## src/rtl/arm_emit_buffer.sv

```systemverilog
// rtl/arm_emit_buffer.sv - FIFO-buffered sink draining translated ARM words into code RAM
module arm_emit_buffer #(
    parameter int DEPTH      = 8,
    parameter int ADDR_WIDTH = 16,
    parameter int BASE_ADDR  = 0
) (
    input  logic                  clk,
    input  logic                  reset,
    input  logic [31:0]           data,
    input  logic                  start,
    output logic                  ready,
    output logic [ADDR_WIDTH-1:0] mem_addr,
    output logic [31:0]           mem_wdata,
    output logic                  mem_we,
    input  logic                  mem_ack,
    output logic [ADDR_WIDTH-2:0] words_written,
    output logic                  drained,
    output logic                  wrapped
);

    localparam int PTR_W = $clog2(DEPTH);
    localparam int CNT_W = PTR_W + 1;

    typedef enum logic {
        IDLE  = 1'b0,
        WRITE = 1'b1
    } state_t;

    logic [31:0]           fifo_q [DEPTH];
    logic [31:0]           fifo_d [DEPTH];
    logic [PTR_W-1:0]      wr_ptr_q, wr_ptr_d;
    logic [PTR_W-1:0]      rd_ptr_q, rd_ptr_d;
    logic [CNT_W-1:0]      count_q, count_d;
    state_t                state_q, state_d;
    logic [ADDR_WIDTH-1:0] addr_q, addr_d;
    logic [31:0]           wdata_q, wdata_d;
    logic [ADDR_WIDTH-2:0] ww_q, ww_d;
    logic                  wrapped_q, wrapped_d;

    logic                  full;
    logic                  empty;
    logic                  push;
    logic                  pop;
    logic [ADDR_WIDTH:0]   addr_inc;

    assign full     = (count_q == CNT_W'(DEPTH));
    assign empty    = (count_q == '0);
    assign push     = start && !full;
    // Extra top bit carries out of the address space to detect a wrap.
    assign addr_inc = {1'b0, addr_q} + (ADDR_WIDTH + 1)'(4);

    assign ready         = !full;
    assign mem_addr      = addr_q;
    assign mem_wdata     = wdata_q;
    assign mem_we        = (state_q == WRITE);
    assign words_written = ww_q;
    assign wrapped       = wrapped_q;
    // Built only from registered state, so a same-cycle push cannot glitch it.
    assign drained       = empty && (state_q == IDLE);

    // Push side: store the offered word and advance the write pointer.
    always_comb begin
        fifo_d   = fifo_q;
        wr_ptr_d = wr_ptr_q;
        if (push) begin
            fifo_d[wr_ptr_q] = data;
            wr_ptr_d         = wr_ptr_q + PTR_W'(1);
        end
    end

    // Occupancy tracking; a simultaneous push and pop cancel out.
    always_comb begin
        count_d  = count_q;
        rd_ptr_d = rd_ptr_q;
        if (pop) begin
            rd_ptr_d = rd_ptr_q + PTR_W'(1);
        end
        case ({push, pop})
            2'b10:   count_d = count_q + CNT_W'(1);
            2'b01:   count_d = count_q - CNT_W'(1);
            default: count_d = count_q;
        endcase
    end

    // Drain FSM: pop the head into the write port and advance on each ack.
    always_comb begin
        state_d   = state_q;
        addr_d    = addr_q;
        wdata_d   = wdata_q;
        ww_d      = ww_q;
        wrapped_d = wrapped_q;
        pop       = 1'b0;
        case (state_q)
            IDLE: begin
                if (!empty) begin
                    pop     = 1'b1;
                    wdata_d = fifo_q[rd_ptr_q];
                    state_d = WRITE;
                end
            end
            WRITE: begin
                if (mem_ack) begin
                    addr_d = addr_inc[ADDR_WIDTH-1:0];
                    ww_d   = ww_q + (ADDR_WIDTH - 1)'(1);
                    if (addr_inc[ADDR_WIDTH]) begin
                        wrapped_d = 1'b1;
                    end
                    if (!empty) begin
                        pop     = 1'b1;
                        wdata_d = fifo_q[rd_ptr_q];
                    end else begin
                        state_d = IDLE;
                    end
                end
            end
            default: state_d = IDLE;
        endcase
    end

    // FIFO storage; contents are only read after being written, so no reset.
    always_ff @(posedge clk) begin
        fifo_q <= fifo_d;
    end

    // Control and write-port registers with asynchronous reset.
    always_ff @(posedge clk or posedge reset) begin
        if (reset) begin
            wr_ptr_q  <= '0;
            rd_ptr_q  <= '0;
            count_q   <= '0;
            state_q   <= IDLE;
            addr_q    <= ADDR_WIDTH'(BASE_ADDR);
            wdata_q   <= '0;
            ww_q      <= '0;
            wrapped_q <= 1'b0;
        end else begin
            wr_ptr_q  <= wr_ptr_d;
            rd_ptr_q  <= rd_ptr_d;
            count_q   <= count_d;
            state_q   <= state_d;
            addr_q    <= addr_d;
            wdata_q   <= wdata_d;
            ww_q      <= ww_d;
            wrapped_q <= wrapped_d;
        end
    end

endmodule

```

## config.mk

```make
export PLATFORM = sky130hd
export DESIGN_NAME = arm_emit_buffer
export DESIGN_NICKNAME = d
export VERILOG_FILES = /design/src/rtl/arm_emit_buffer.sv
export SDC_FILE = /design/constraint.sdc
export NUM_CORES = 1
export LEC_CHECK = 0
export ABC_AREA = 1
export ABC_CLOCK_PERIOD_IN_PS = 2820
export CELL_PAD_IN_SITES_DETAIL_PLACEMENT = 0
export CELL_PAD_IN_SITES_GLOBAL_PLACEMENT = 1
export CORE_ASPECT_RATIO = 1.1
export CORE_UTILIZATION = 43
export DETAILED_ROUTE_END_ITERATION = 7
export PLACE_DENSITY_LB_ADDON = 0.25
export SYNTH_ARGS = -nofsm -noshare
export SYNTH_HDL_FRONTEND = slang
export SYNTH_SLANG_ARGS = --single-unit
```

## constraint.sdc

```tcl
create_clock -name clk -period 2.82 [get_ports clk]
set_clock_uncertainty 0.05 [all_clocks]
set_input_delay 0.564 -clock clk [delete_from_list [all_inputs] [get_ports clk]]
set_output_delay 0.564 -clock clk [all_outputs]
set_load 0.01 [all_outputs]
```

==> results by group <==
Status
  • Status: complete, no violations

Synth
  • Mapped Avg Cell Area: about 12 um2
  • Cells after synthesis: roughly 1.1k
  • Async SR Flop Fraction: 22.2%
  • Synth unique cells: 31
  • EDFF count, synth: 256
  • Seq/Total Area, Yosys: between 70% and 80%
  • Yosys reg bits: 329
  • Primary FF master, synth: edfxtp_1
  • Yosys warnings: 0
  • Mapped cell area: ~13,000 um2

Pwr
  • Sw frac: between 30% and 40%
  • LEAKAGE: approximately 6.0 nW
  • Worst vdd ir: 0.606 mV
  • Internal Power: approximately 11 mW
  • Reg power frac: between 40% and 50%
  • Clock share of power: 26.7%
  • PwrDens: a little over 1000 nW/um2
  • Overall power: 16.2 mW
  • Sw power: 5.47 mW
  • Combinational power share: between 30 and 40%

STA
  • Tmin final: roughly 2.6 ns
  • Max Slew Vio Count: 0
  • Final Hold Violating Endpoints: 0
  • Period utilisation layout: approximately 93%
  • Slew at the pin with the worst max-slew slack: 0.778 ns
  • # setup viols final: 0
  • Slew headroom: approximately half
  • FMAX: ~380 MHz
  • RSZ-0062 raised after global routing: no
  • Worst hold slack: about 0.3 ns
  • Total negative slack: 0 ns

Global route
  • GRT Total Usage: between 10% and 20%
  • First-pass GRT wire length: 44,900 um
  • Grt ovf: 0
  • Initial antenna violation count: 0
  • Largest net degree at the start of global routing: roughly 160
  • Vias in the first global route: between 8k and 9k

Clock network
  • TritonCTS clock tree: built
  • Number of setup buffers added after CTS: 0
  • Clk root buf: clkbuf_16
  • Clk_lat worst skew: about 0.52 ns
  • Clk buf depth: 3
  • Sink Count: ~330
  • H-tree lvl count: 2
  • Clock buffer count from CTS: 35
  • Clock transition at path regs: ~0.06 ns

Job
  • Max Cap Violations: 0

Setup path
  • R2R depth: 12
  • RR Endpoint: count_q[2]$_DFFE_PP0P_
  • Crit path DAT: about 2 ns
  • CP Class: reg2out
  • Worst EP required: 2.21 ns
  • CP Launch Type: register
  • CP endpoint kind: output pin
  • Reg2Reg Setup Slack: ~0.85 ns
  • Crit Path Max Fanout: 4
  • Worst flop-to-flop path startpoint: count_q[0]$_DFFE_PP0P_

Cells and area
  • Layout Utilization: 52.2%
  • # diodes: 0
  • Area Overhead vs Synth: 19.2%
  • Layout cells sized above 1: under 10%
  • Leading cell type in the layout, fill and taps excluded: edfxtp_1
  • Filler cells: around 2.6k
  • Layout Nets: between 1k and 1.5k
  • Commonest cells after routing, fill and taps aside: 256 x edfxtp_1, 190 x nor2_1, 164 x nand2_1

Route
  • Detail Route Antenna Nets: 0
  • Drc violations: 0
  • Vias: ~8.3k
  • Routed len/inst: 16.5 um
  • Pre-antenna DRT Iters: 5
  • Detailed-route wire length: between 20,000 and 30,000 um
  • Vias/cell: about 4.9
  • DR iter-0 viols: approximately 640

Die
  • Core ar.: roughly 31,000 um2
  • Width of the die: approximately 170 um
  • DIE AREA: 31,900 um2
  • Std-Cell Rows: 67
  • Ports: ~100
  • Initial Util: a little over two fifths
  • Die Ht: roughly 190 um

Min path
  • Worst Hold Class: in2async

Placement
  • Port bufs: 100
  • GP Congestion: 0.736
  • Detail Placement HPWL: between 15,000 and 20,000 um
## per-layer routing
metal / routed length (um) / GRT usage [%] / vias to the layer above
li1: - / - / 4104
met5: 0 / 0 / -
met4: 476 / 5.16 / 0
met2: 13800 / 30.8 / 145
met1: 12300 / 24.2 / 4005
met3: 1080 / 2.79 / 40
## metrics by stage
step                instance area, um2  std cells  setup slack [ns]
finish                           16000       1680             0.199
floorplan                        13400       1139           -0.0505
CTS                              16000       1680             0.134
global placement                 14900       1618             0.381
detailed placement               14900       1618             0.382
global route                     16000       1680            0.0514
## worst max-delay path, cell delays in order (launching register included)
cell             delay [ns]
dfrtp_1                0.42
nor2_1                 0.15
nand2_1                0.10
nor2_4                 0.13
inv_1                  0.06
nor2_1                 0.10
clkdlybuf4s50_1        0.54
## synthesized netlist by cell type, types with 8 or more instances
library cell | n | share of area [%]
edfxtp_1 | 256 | 57
nor2_1 | 198 | 5.5
nand2_1 | 164 | 4.6
nand3_1 | 111 | 4.1
o21ai_0 | 87 | 3.2
dfrtp_1 | 73 | 14
inv_1 | 68 | 1.9
o211ai_1 | 32 | 1.8
buf_2 | 28 | 1.0
nor2_2 | 21 | 0.98
xor2_1 | 15 | 0.98
o21ai_1 | 13 | 0.49
xnor2_1 | 12 | 0.78
buf_6 | 10 | 0.84
buf_4 | 8 | 0.45
clkbuf_1 | 8 | 0.22
## worst max-delay path by stage
stage / startpoint / to / slack [ns]
global route: count_q[1]$_DFFE_PP0P_ / drained / 0.05
floorplan: count_q[0]$_DFFE_PP0P_ / fifo_q[100]$_DFFE_PP_ / -0.05
finish: count_q[0]$_DFFE_PP0P_ / drained / 0.20
detailed placement: mem_ack / count_q[2]$_DFFE_PP0P_ / 0.38
CTS: count_q[0]$_DFFE_PP0P_ / drained / 0.13
global placement: mem_ack / count_q[2]$_DFFE_PP0P_ / 0.38
## power groups by stage
| stage | combinational, mW | sequential, mW | clock, mW |
|---|---|---|---|
| 6_report | 5.26 | 6.62 | 4.33 |
| 3_3_place_gp | 5.30 | 6.70 | 0 |
| 5_1_grt | 5.95 | 6.72 | 4.62 |
| 2_1_floorplan | 3.38 | 6.82 | 0 |
| 3_5_place_dp | 5.36 | 6.72 | 0 |
| 4_1_cts | 5.37 | 6.63 | 4.45 |
## state kept, by name, summed over array words and instances (netlist names)
name,count
words_written,15
mem_wdata,32
mem_addr,14
fifo_q,256
wrapped,1
rd_ptr_q,3
count_q,4
wr_ptr_q,3
mem_we,1
## cell type report
cell class / count / area (um2) / area share (%)
Sequential cell: 329 / 9520 / 59.6
Multi-Input combinational cell: 681 / 3310 / 20.7
Timing Repair Buffer: 124 / 1290 / 8.09
Clock buffer: 51 / 966 / 6.04
Tap cell: 414 / 518 / 3.24
Inverter: 70 / 267 / 1.67
Clock inverter: 11 / 106 / 0.665
## what timing repair did
action                     in CTS  in global routing
hold buffers                    0                  0
gates resized for setup         0                  1
setup endpoints to repair       0                  1
## logic make-up after synthesis
family	Yosys count	share of synthesized area [%]
other	1	0.0280
AND/OR/NAND/NOR	510	16.1
AO/OA/AOI/OAI	135	5.65
buffers and inverters	129	4.84
flip-flops	329	71.0
adder cells (fa/ha/maj)	7	0.653
XOR/XNOR	27	1.76
Power figures use the tool's default switching activity.
==> RTL change, RTL diff (config.mk and constraints unchanged) <==
Take the reset off `wdata_q` and load it in a clocked block of its own.
--- a/src/rtl/arm_emit_buffer.sv
+++ b/src/rtl/arm_emit_buffer.sv
@@ -130,7 +130,6 @@
             count_q   <= '0;
             state_q   <= IDLE;
             addr_q    <= ADDR_WIDTH'(BASE_ADDR);
-            wdata_q   <= '0;
             ww_q      <= '0;
             wrapped_q <= 1'b0;
         end else begin
@@ -139,11 +138,14 @@
             count_q   <= count_d;
             state_q   <= state_d;
             addr_q    <= addr_d;
-            wdata_q   <= wdata_d;
             ww_q      <= ww_d;
             wrapped_q <= wrapped_d;
         end
     end
 
+    always_ff @(posedge clk) begin
+        wdata_q <= wdata_d;
+    end
+
 endmodule
 
Behaviour: differs if reset is asserted again (counterexample within 4 cycles, from zero or initial values and one cycle with reset high); with reset held inactive, the same outputs for 4 cycles.
==> RTL change against the unedited design <==
- setup slack better by 72 ps
- total power is 2.3% higher
- register-to-register slack worse by 140 ps
- sequential cell count stayed put
- critical path depth is 2 lower
- wire length is 5.6% lower
- core utilization is 1.1 points higher
- clock power is 7.9% higher
- cell area is 0.74% lower
- fmax is 2.8% higher
- first-iteration DRC count is 18% lower
- largest cell class unchanged
- area after synthesis is 2.6% lower
==> RTL change: results (changes against the unedited design) <==
H-tree level count: 2 (unchanged)
Delay-heaviest family, CP: buffers and inverters (unchanged)
First-pass GRT wire length: 41900 microns (was 44900 microns)
Met1 Use GR: 22.89% (was 24.18%)
Filler cells: 2504 (was 2601)
Mux cell area share after synthesis: 0% (unchanged)
Largest Register: fifo_q (unchanged)
Slowest cell on crit path: clkdlybuf4s50_1 (unchanged)
Compound-cell area share of the yosys netlist: 7.637% (was 5.647%)
Met2 global-route usage: 29.30% (was 30.75%)
Routed len/inst: 16.67 microns (was 16.46 microns)
First-pass DRT Iterations: 4 (was 5)
Placed cell areas: 14670 sq um (was 14910 sq um)
Max reg flops: 256 (unchanged)
Layout cells sized above 1: 9.068% (was 8.373%)
Synth Area in Adders: 0.6708% (was 0.6534%)
Postcts setup bufs: 0 (unchanged)
CTS Buf Count: 35 (unchanged)
Worst-margin pin slew: 576.4 ps (was 777.9 ps)
Final GP Congestion: 0.7293 (was 0.7356)
Worst VDD drop: 0.0009435 V (was 0.0006063 V)
DR iter-0 viols: 525 (was 642)
Synth Instances: 1054 (was 1138)
Static leakage: 5.778 nW (was 6.006 nW)
NumNets Final: 1208 (was 1284)
Total wire length: 26110 microns (was 27660 microns)
Placed cells: 1502 (was 1618)
Max clock buf depth: 3 (unchanged)
Ys async rst share: 12.46% (was 22.19%)
Post-Route Setup TNS: 0 ps (unchanged)
Ys Warns: 0 (unchanged)
Total GRT Usage: 17.35% (was 18.16%)
Met3 usage: 3.500% (was 2.793%)
Crit-path max cell delay: 550 ps
Hold/Removal Path Class: reg -> reg (was in -> async)
Crit-path max FO: 4 (unchanged)
Root Driver: clkbuf_16 (unchanged)
Synth area leaders: edfxtp_1 66%, dfrtp_1 7.9%, nor2_1 6.1% (was edfxtp_1 57%, dfrtp_1 14%, nor2_1 5.5%)
Post-detail-place hpwl: 14620 microns (was 15400 microns)
Ys flop type: edfxtp_1 (unchanged)
Synth top cells by count: 288 x edfxtp_1, 212 x nor2_1, 159 x nand2_1 (was 256 x edfxtp_1, 198 x nor2_1, 164 x nand2_1)
Clk_lat worst skew: 500 ps (was 520 ps)
Outcome: finished clean (unchanged)
Largest net degree at the start of global routing: 130 (was 163)
Number of global-route vias before repair: 7789 (was 8240)
Via count: 7875 (was 8294)
Initial antenna violation count: 1 (was 0)
Setup WS pre-CTS: 236.0 ps (was 381.7 ps)
Post_cts resized: 0 (unchanged)
Input/output buffers: 100 (unchanged)
Netlist cell types: 31 (unchanged)
Register area share after synthesis: 74.09% (was 70.98%)
XOR/XNOR share of the synthesized area: 2.012% (was 1.764%)
Clock transition at the registers of the reported paths: 60 ps (about the same)
EDFF count, synth: 288 (was 256)
## RTL change: cell types whose count changed after synthesis, moves of 31 or more
cell      before  now
o211ai_1      32    1
dfrtp_1       73   41
edfxtp_1     256  288
o21ai_1       13   65
nand3_1      111    9
o21ai_0       87  130
inv_1         68   30
## RTL change: cell type report
cell class / count / area [sq um] / area share [%]
clock buffer: 45 / 996.0 / 6.278
sequential: 329 / 9682 / 61.03
clock inverter: 18 / 195.2 / 1.230
antenna: 1 / 2.502 / 0.01577
inverter: 31 / 118.9 / 0.7493
multi-input combinational: 644 / 3070 / 19.35
timing repair buffer: 124 / 1331 / 8.392
tap: 374 / 467.9 / 2.950
## RTL change: cell families after synthesis
| family | count (synthesis) |
|---|---|
| and+or+nand+nor | 407 |
| adders and majority gates | 7 |
| buffers and inverters | 82 |
| xor gates and xnor gates | 30 |
| other | 1 |
| DFF | 329 |
| AOI/OAI and AO/OA | 198 |
## RTL change: path summary, 6_finish.rpt
path,start,endpoint,slack (ps),cells past startpoint
max,count_q[0],drained,270,4
min,wrapped,wrapped,420,2
max reg2reg,count_q[0],count_q[2],710,11
min reg2reg,wrapped,wrapped,420,2
max in group asynchronous,reset,rd_ptr_q[1],1860,3
min in group asynchronous,reset,words_written[13],440,3
## RTL change: layer usage
layer	part of all wire, %	vias up
met2	48	178
met5	0.065	-
met4	1.7	2
li1	-	3883
met1	45	3782
met3	5.5	30
## RTL change: power breakdown
group          internal (W)  switching, W
clock               0.00287       0.00180
combinational       0.00190       0.00310
sequential          0.00646      0.000448
## RTL change: per-stage QoR
stage / total power (W) / hold slack [ps]
floorplan: 0.01006 / 442.4
global placement: 0.01206 / 411.7
detailed placement: 0.01211 / 398.7
CTS: 0.01682 / 425.7
global route: 0.01764 / 475.0
finish: 0.01658 / 417.5
